<file path="src/rtl/load_store_unit.sv">
// RV32I memory stage: issues one data-memory transaction over a req/gnt/rvalid bus,
// handles byte lanes and load extension, and reports misaligned/illegal/timeout errors.
module load_store_unit #(
    parameter int unsigned TIMEOUT_CYCLES = 255
) (
    input  logic        clk,
    input  logic        rst_n,
    input  logic        req_valid,
    output logic        req_ready,
    input  logic        req_we,
    input  logic [2:0]  req_funct3,
    input  logic [31:0] req_addr,
    input  logic [31:0] req_wdata,
    output logic        rsp_valid,
    output logic [31:0] rsp_rdata,
    output logic        rsp_err,
    output logic        busy,
    output logic        mem_req,
    output logic        mem_we,
    output logic [31:0] mem_addr,
    output logic [3:0]  mem_be,
    output logic [31:0] mem_wdata,
    input  logic        mem_gnt,
    input  logic        mem_rvalid,
    input  logic [31:0] mem_rdata
);

    localparam int CNT_W = (TIMEOUT_CYCLES > 1) ? $clog2(TIMEOUT_CYCLES + 1) : 1;
    localparam int unsigned TMO_LAST = (TIMEOUT_CYCLES == 0) ? 0 : TIMEOUT_CYCLES - 1;

    typedef enum logic [1:0] {IDLE, ISSUE, WAIT, RESP} state_t;

    state_t             state, state_nxt;
    logic [2:0]         f3_q;
    logic [1:0]         off_q;
    logic [31:0]        rdata_q;
    logic               err_q;
    logic [CNT_W-1:0]   cnt;
    logic               req_bad;
    logic               bus_done;
    logic               timeout_hit;

    function automatic logic illegal_f3(input logic we, input logic [2:0] f3);
        if (we)
            return f3 >= 3'd3;
        else
            return (f3 == 3'd3) || (f3 == 3'd6) || (f3 == 3'd7);
    endfunction

    function automatic logic misaligned(input logic [2:0] f3, input logic [1:0] off);
        case (f3[1:0])
            2'b01:   return off[0];
            2'b10:   return off != 2'b00;
            default: return 1'b0;
        endcase
    endfunction

    function automatic logic [3:0] lane_be(input logic [2:0] f3, input logic [1:0] off);
        case (f3[1:0])
            2'b00:   return 4'b0001 << off;
            2'b01:   return 4'b0011 << off;
            default: return 4'b1111;
        endcase
    endfunction

    function automatic logic [31:0] lane_wdata(input logic [2:0] f3, input logic [31:0] d);
        case (f3[1:0])
            2'b00:   return {4{d[7:0]}};
            2'b01:   return {2{d[15:0]}};
            default: return d;
        endcase
    endfunction

    // Shift the addressed byte/half down to lane 0, then extend per funct3.
    function automatic logic [31:0] load_extract(input logic [2:0] f3, input logic [1:0] off,
                                                 input logic [31:0] rdata);
        logic [31:0] w;
        w = rdata >> {off, 3'b000};
        case (f3)
            3'd0:    return {{24{w[7]}}, w[7:0]};
            3'd4:    return {24'd0, w[7:0]};
            3'd1:    return {{16{w[15]}}, w[15:0]};
            3'd5:    return {16'd0, w[15:0]};
            default: return rdata;
        endcase
    endfunction

    assign req_bad     = illegal_f3(req_we, req_funct3) || misaligned(req_funct3, req_addr[1:0]);
    assign bus_done    = ((state == ISSUE) && mem_gnt && mem_rvalid) || ((state == WAIT) && mem_rvalid);
    assign timeout_hit = (TIMEOUT_CYCLES != 0) && (cnt == CNT_W'(TMO_LAST));

    always_comb begin
        state_nxt = state;
        case (state)
            IDLE:  if (req_valid) state_nxt = req_bad ? RESP : ISSUE;
            ISSUE: begin
                if (mem_gnt && mem_rvalid) state_nxt = RESP;
                else if (mem_gnt)          state_nxt = WAIT;
                else if (timeout_hit)      state_nxt = RESP;
            end
            WAIT:  if (mem_rvalid || timeout_hit) state_nxt = RESP;
            RESP:  state_nxt = IDLE;
            default: state_nxt = IDLE;
        endcase
    end

    always_ff @(posedge clk or negedge rst_n) begin
        if (!rst_n) begin
            state     <= IDLE;
            cnt       <= '0;
            mem_we    <= 1'b0;
            mem_addr  <= '0;
            mem_be    <= '0;
            mem_wdata <= '0;
            f3_q      <= '0;
            off_q     <= '0;
            rdata_q   <= '0;
            err_q     <= 1'b0;
        end else begin
            state <= state_nxt;
            case (state)
                IDLE: begin
                    if (req_valid) begin
                        mem_we    <= req_we;
                        mem_addr  <= {req_addr[31:2], 2'b00};
                        mem_be    <= lane_be(req_funct3, req_addr[1:0]);
                        mem_wdata <= lane_wdata(req_funct3, req_wdata);
                        f3_q      <= req_funct3;
                        off_q     <= req_addr[1:0];
                        cnt       <= '0;
                        err_q     <= req_bad;
                        rdata_q   <= '0;
                    end
                end
                ISSUE, WAIT: begin
                    cnt <= cnt + 1'b1;
                    // A bus completion in the same cycle as the timeout wins.
                    if (bus_done) begin
                        err_q   <= 1'b0;
                        rdata_q <= mem_we ? 32'd0 : load_extract(f3_q, off_q, mem_rdata);
                    end else if (state_nxt == RESP) begin
                        err_q   <= 1'b1;
                        rdata_q <= '0;
                    end
                end
                default: ;
            endcase
        end
    end

    assign req_ready = (state == IDLE);
    assign busy      = (state != IDLE);
    assign mem_req   = (state == ISSUE);
    assign rsp_valid = (state == RESP);
    assign rsp_rdata = rsp_valid ? rdata_q : 32'd0;
    assign rsp_err   = rsp_valid & err_q;

endmodule

</file>
<file path="config.mk">
export PLATFORM = sky130hd
export DESIGN_NAME = load_store_unit
export DESIGN_NICKNAME = d
export VERILOG_FILES = /design/src/rtl/load_store_unit.sv
export SDC_FILE = /design/constraint.sdc
export NUM_CORES = 1
export LEC_CHECK = 0
export ABC_AREA = 1
export BUFFER_PORTS_ARGS = -buffer_cell sky130_fd_sc_hd__buf_2
export CORE_MARGIN = 3
export CORE_UTILIZATION = 28
export DETAILED_ROUTE_END_ITERATION = 7
export GPL_TIMING_DRIVEN = 0
export SKIP_LAST_GASP = 1
export SLEW_MARGIN = 20
export SYNTH_ARGS = -nofsm -noshare
export SYNTH_HDL_FRONTEND = slang
export SYNTH_SLANG_ARGS = --single-unit
</file>
<file path="constraint.sdc">
create_clock -name clk -period 5.8 [get_ports clk]
set_clock_uncertainty 0.1 [all_clocks]
set_input_delay 0.87 -clock clk [delete_from_list [all_inputs] [get_ports clk]]
set_output_delay 0.87 -clock clk [all_outputs]
set_load 0.005 [all_outputs]
</file>
==> results.toml, run 1 <==
[run_status]
outcome = "complete, no violations"

[critical_path]
max_stage_delay_ns = 0.46
critPathLaunchType = "flop"
cp-end-kind = "output port"
worstPathCellList = "ha_1, clkbuf_1, clkbuf_1, nand2_1, inv_1, buf_2"
crit_type = "reg -> out"
crit_slowest_cell = "clkbuf_1"
regToRegSetupSlack_ns = 3.30
cpMostUsedCell = "clkbuf_1"
worst_ep_required_time_ns = 4.83
cp_top_family = "buffers and inverters"
r2r-start = "state[0]$_DFF_PN0_"
cp.arrival_ns = 2.11
r2r_cells = 6
path_max_fanout = 10
r2r_end = "mem_wdata[2]$_DFFE_PN0P_"
worstPathBufferInverterCount = 4

[global_routing]
overflow = 0
grt_max_degree = 70
antenna_found_initial = 3
first_global_vias = 6144
track_usage_pct = 17.5
grt_pass1_wl_mm = 32.9

[yosys]
syn_inst = 842
yosysSeqAreaShare_pct = 46.9
syn_area_um2 = 6140
ys_ff_latch = 115
syn_area_per_cell_um2 = 7.29
synth_ff_type = "dfrtp_1"
ys_types = 34
synth-edff-count = 0
ys_async_sr_fraction_pct = 100
yosys_warnings = 0

[die]
die_w_um = 154
core_area_um2 = 21300
row_count = 53
start_util_pct = 28.8
io_pins = 211
die_area_um2 = 23700
die_h_um = 154

[cts]
path_clk_slew_ns = 0.06
htree_levels = 4
clock_sinks = 115
cts_setup_buffers = 0
numCtsBuffers = 17
cts-root-buf = "clkbuf_16"
clk_path_buf_depth = 2
cts_tree = "yes"
clkLatencyLatePin_ns = 0.41
ctsHoldBuffers = 0
cts_resized = 0

[layout]
multiInputGateArea_um2 = 2680
final_common_cell = "nand2_1"
fillers = 2314
regArea_um2 = 2880
fin_area_um2 = 8110
layout_common_cells = "289 x nand2_1, 217 x buf_2, 115 x dfrtp_1, 97 x nor2_1, 84 x inv_1"
layout.nets = 1187
drive_above_1_share_pct = 25.1
syn_to_final_growth_pct = 32.2

[drt]
drtPass1Iterations = 5
routed_wl_mm = 20.7
ant_nets = 0
via_per_inst = 4.56
wire_per_inst_um = 15.2
drc = 0
drt_iter0_drc = 354
vias = 6200

[sta]
fin_crit_ns = 3.08
maxClockFrequency_ghz = 0.325
drv_slew = 0
timing.setup.tns_ns = 0
rsz0062_at_grt = "false"
layout_setup_ws_ns = 2.72
setup_viol = 0
hold_viol = 0
slew_headroom_pct = 46.5
tightest_slew_ns = 0.793
timing.final.crit_share_pct = 53.0

[power_and_ir_drop]
p_comb_share_pct = 44.7
power_switching_mw = 1.80
peakVddDrop_mv = 0.205
switching_share_pct = 43.2
power.density_nw_per_um2 = 515
seqPwrFrac_pct = 31.6
clock_power_share_pct = 23.7
power.leakage_nw = 4.73
p_int_mw = 2.38

[worst_hold_path]
hold_path.class = "in -> async"

[placement]
place_area_um2 = 7560
gp_congestion = 0.849
port_buffers = 208
hpwlAfterDp_mm = 15.8
dp_slack_ns = 2.82

[flow_run]
cap_viol_max_count = 0
[per-stage QoR]
stage	total power [mW]	hold WS (ns)	instances	util, %
2_1_floorplan	2.48	0.342	843	-
3_3_place_gp	3.19	0.355	1326	35.4
3_5_place_dp	3.22	0.358	1327	35.5
4_1_cts	4.24	0.294	1359	38.1
5_1_grt	4.54	0.313	1360	38.1
6_report	4.18	0.285	1360	38.1
[worst register-to-register path, cell delays in order, from the launching register on]
cell,delay [ns]
dfrtp_1,0.39
inv_1,0.11
ha_1,0.29
nand2_1,0.32
clkbuf_1,0.49
clkbuf_1,0.51
o21ai_0,0.16
[cell families (layout without fill, tap and decap cells)]
kind of cell | count (synthesis) | after routing | share of synthesized area (%)
flops | 115 | 115 | 46.9
compound gates | 122 | 122 | 11.2
other cells | 1 | 3 | 0.0611
simple gates | 457 | 457 | 29.9
buf+inv | 134 | 375 | 9.50
fa+ha+maj | 11 | 11 | 2.24
xor+xnor | 2 | 2 | 0.285
[state kept, by name (all words and copies together) (netlist names)]
signal     flops
cnt            8
err_q          1
f3_q           3
mem_addr      30
mem_be         4
mem_wdata     32
mem_we         1
off_q          2
rdata_q       32
state          2
[cell type report]
type,count,area share [%]
flip-flops and latches,115,35.5
multi-input cells,594,33.1
well taps,275,4.24
plain buffers,48,3.21
repair buffers,209,13.2
clock inverters,14,1.48
diodes,1,0.0308
inverters,86,3.98
clock buffers,18,5.29
[worst max-delay path by stage]
stage                             from                 endpoint  slack (ns)  cells after the start
floorplan                req_funct3[1]  rdata_q[10]$_DFFE_PN0P_        3.54                     13
global placement                 rst_n  mem_addr[5]$_DFFE_PN0P_        2.20                      1
detailed placement       req_funct3[1]    mem_be[3]$_DFFE_PN0P_        2.82                      8
CTS                 state[1]$_DFF_PN0_            rsp_rdata[17]        2.66                      6
global route        state[1]$_DFF_PN0_            rsp_rdata[19]        2.54                      6
finish              state[1]$_DFF_PN0_            rsp_rdata[15]        2.72                      6
[metal layers]
metal	global-route usage [%]	vias up	wire (um)	share of wire, %
met4	5.89	4	426	2.1
li1	-	3081	-	-
met1	23.2	2799	9060	44
met2	27.5	284	9180	44
met3	4.98	32	2000	9.7
met5	0	-	16	0.077
[cell usage after synthesis (10+ instances only)]
| master | number | area, um2 |
|---|---|---|
| nand2_1 | 289 | 1080 |
| dfrtp_1 | 115 | 2880 |
| nor2_1 | 97 | 364 |
| inv_1 | 84 | 315 |
| nand3_1 | 56 | 280 |
| o21ai_0 | 52 | 260 |
| a21oi_1 | 42 | 210 |
| clkbuf_1 | 24 | 90.1 |
| ha_1 | 11 | 138 |
| buf_2 | 10 | 50.1 |
| o211ai_1 | 10 | 75.1 |
[power by group through the flow]
stage	combinational, mW	clock, mW	sequential, mW
CTS	1.90	1.02	1.32
floorplan	1.16	0	1.32
finish	1.87	0.990	1.32
detailed placement	1.90	0	1.32
global placement	1.87	0	1.32
global route	2.12	1.06	1.36
Power figures use the tool's default switching activity.
==> inputs of run 2 (changes only) <==
clock period = 2.75 ns   (was 5.8 ns; I/O delays follow)
==> results.toml, run 2 (synthesis results as in run 1) <==
[run_status]
outcome = "complete, no violations"

[drt]
drc = 0
routed_wl_mm = 20.7
drt_iter0_drc = 358
vias = 6202
drtPass1Iterations = 5
via_per_inst = 4.56
ant_nets = 0
wire_per_inst_um = 15.2

[sta]
timing.setup.tns_ns = 0
tightest_slew_ns = 0.815
rsz0062_at_grt = "false"
hold_viol = 0
drv_slew = 0
fin_crit_ns = 2.54
setup_viol = 0
slew_headroom_pct = 45.1
maxClockFrequency_ghz = 0.393
timing.final.crit_share_pct = 92.5

[power_and_ir_drop]
power.density_nw_per_um2 = 1090
switching_share_pct = 43.1
power_switching_mw = 3.80
power.total_mw = 8.82
peakVddDrop_mv = 0.431
clock_power_share_pct = 23.6
p_int_mw = 5.02
power.leakage_nw = 4.74
p_comb_share_pct = 44.8
seqPwrFrac_pct = 31.6

[global_routing]
grt_pass1_wl_mm = 33.0
overflow = 0
first_global_vias = 6159
antenna_found_initial = 3
track_usage_pct = 17.5
grt_max_degree = 70

[critical_path]
cp.arrival_ns = 2.03
regToRegSetupSlack_ns = 0.31
critPathLaunchType = "flop"
crit_end = "rsp_rdata[23]"
crit_start = "state[1]$_DFF_PN0_"
crit_type = "reg -> out"
path_max_fanout = 10
r2r_cells = 8
r2r-start = "state[0]$_DFF_PN0_"
r2r_end = "rdata_q[9]$_DFFE_PN0P_"
cp-end-kind = "output port"
worst_ep_required_time_ns = 2.24

[layout]
syn_to_final_growth_pct = 32.4
fin_util_pct = 38.2
reg_top3 = "mem_wdata: 32 flops, rdata_q: 32 flops, mem_addr: 30 flops"
layout.nets = 1188
drive_above_1_share_pct = 25.3
fillers = 2313
layout_common_cells = "289 x nand2_1, 217 x buf_2, 115 x dfrtp_1, 97 x nor2_1, 84 x inv_1"
fin_area_um2 = 8130
final_common_cell = "nand2_1"

[cts]
path_clk_slew_ns = 0.06
clkLatencyLatePin_ns = 0.41
cts_tree = "yes"
clk_path_buf_depth = 2
clock_sinks = 115
htree_levels = 4
cts-root-buf = "clkbuf_16"
numCtsBuffers = 17

[die]
io_pins = 211
row_count = 53
core_area_um2 = 21300
die_area_um2 = 23700
start_util_pct = 28.8
die_h_um = 154
die_w_um = 154

[worst_hold_path]
hold_path.class = "in -> reg"

[flow_run]
cap_viol_max_count = 0

[placement]
hpwlAfterDp_mm = 15.8
port_buffers = 208
gp_congestion = 0.849
place_area_um2 = 7560
## run 2: cell type report
type                            instances  area, um2  area share [%]
Sequential cell                       115       2880            35.4
Multi-Input combinational cell        594       2680            33.0
Timing Repair Buffer                  210       1080            13.4
Clock buffer                           18        429            5.28
Tap cell                              275        344            4.23
Inverter                               86        323            3.97
Buffer                                 48        263            3.23
Clock inverter                         14        120            1.48
Antenna cell                            1       2.50          0.0308
## run 2: per-layer routing
layer / track usage [%] / vias up / wire length, um
li1: - / 3090 / -
met5: 0 / - / 16
met1: 23.2 / 2806 / 9130
met2: 27.5 / 272 / 9210
met4: 5.89 / 4 / 421
met3: 4.95 / 30 / 1920
## run 2: worst min path at each step
stage / from / end / slack, ns / cells after the start
floorplan: rst_n / cnt[0]$_DFFE_PN0P_ / 0.02 / 0
global placement: rdata_q[10]$_DFFE_PN0P_ / rdata_q[10]$_DFFE_PN0P_ / 0.35 / 2
detailed placement: rst_n / rdata_q[11]$_DFFE_PN0P_ / 0.28 / 1
CTS: req_addr[9] / mem_addr[9]$_DFFE_PN0P_ / 0.06 / 3
global route: req_addr[25] / mem_addr[25]$_DFFE_PN0P_ / 0.08 / 3
finish: req_addr[9] / mem_addr[9]$_DFFE_PN0P_ / 0.08 / 3
## run 2: metrics by stage
stage / worst slack, ns / std cells / hold WS (ns)
floorplan: 0.796 / 843 / 0.0169
global placement: -0.396 / 1326 / 0.355
detailed placement: 0.135 / 1327 / 0.279
CTS: 0.0700 / 1360 / 0.0626
global route: 0.00184 / 1361 / 0.0764
finish: 0.207 / 1361 / 0.0837
## run 2: worst max-delay path, cell delays in order (launching register included)
cell and delay (ns):
dfrtp_1 0.42, ha_1 0.21, clkbuf_1 0.30, clkbuf_1 0.39, nand2_1 0.13, inv_1 0.07
buf_2 0.10
## run 2: what timing repair did
| action | 4_1_cts | 5_1_grt |
|---|---|---|
| gates resized for setup | 0 | 4 |
| setup buffers | 0 | 0 |
| hold endpoints to repair | 46 | 0 |
| hold buffers | 1 | 0 |
| endpoints found under the setup margin | 0 | 11 |
## run 2: power groups by stage
stage	clock, mW	combinational, mW	sequential, mW
2_1_floorplan	0	2.45	2.78
3_3_place_gp	0	3.94	2.78
3_5_place_dp	0	4.00	2.79
4_1_cts	2.15	4.00	2.79
5_1_grt	2.24	4.48	2.87
6_report	2.08	3.95	2.79
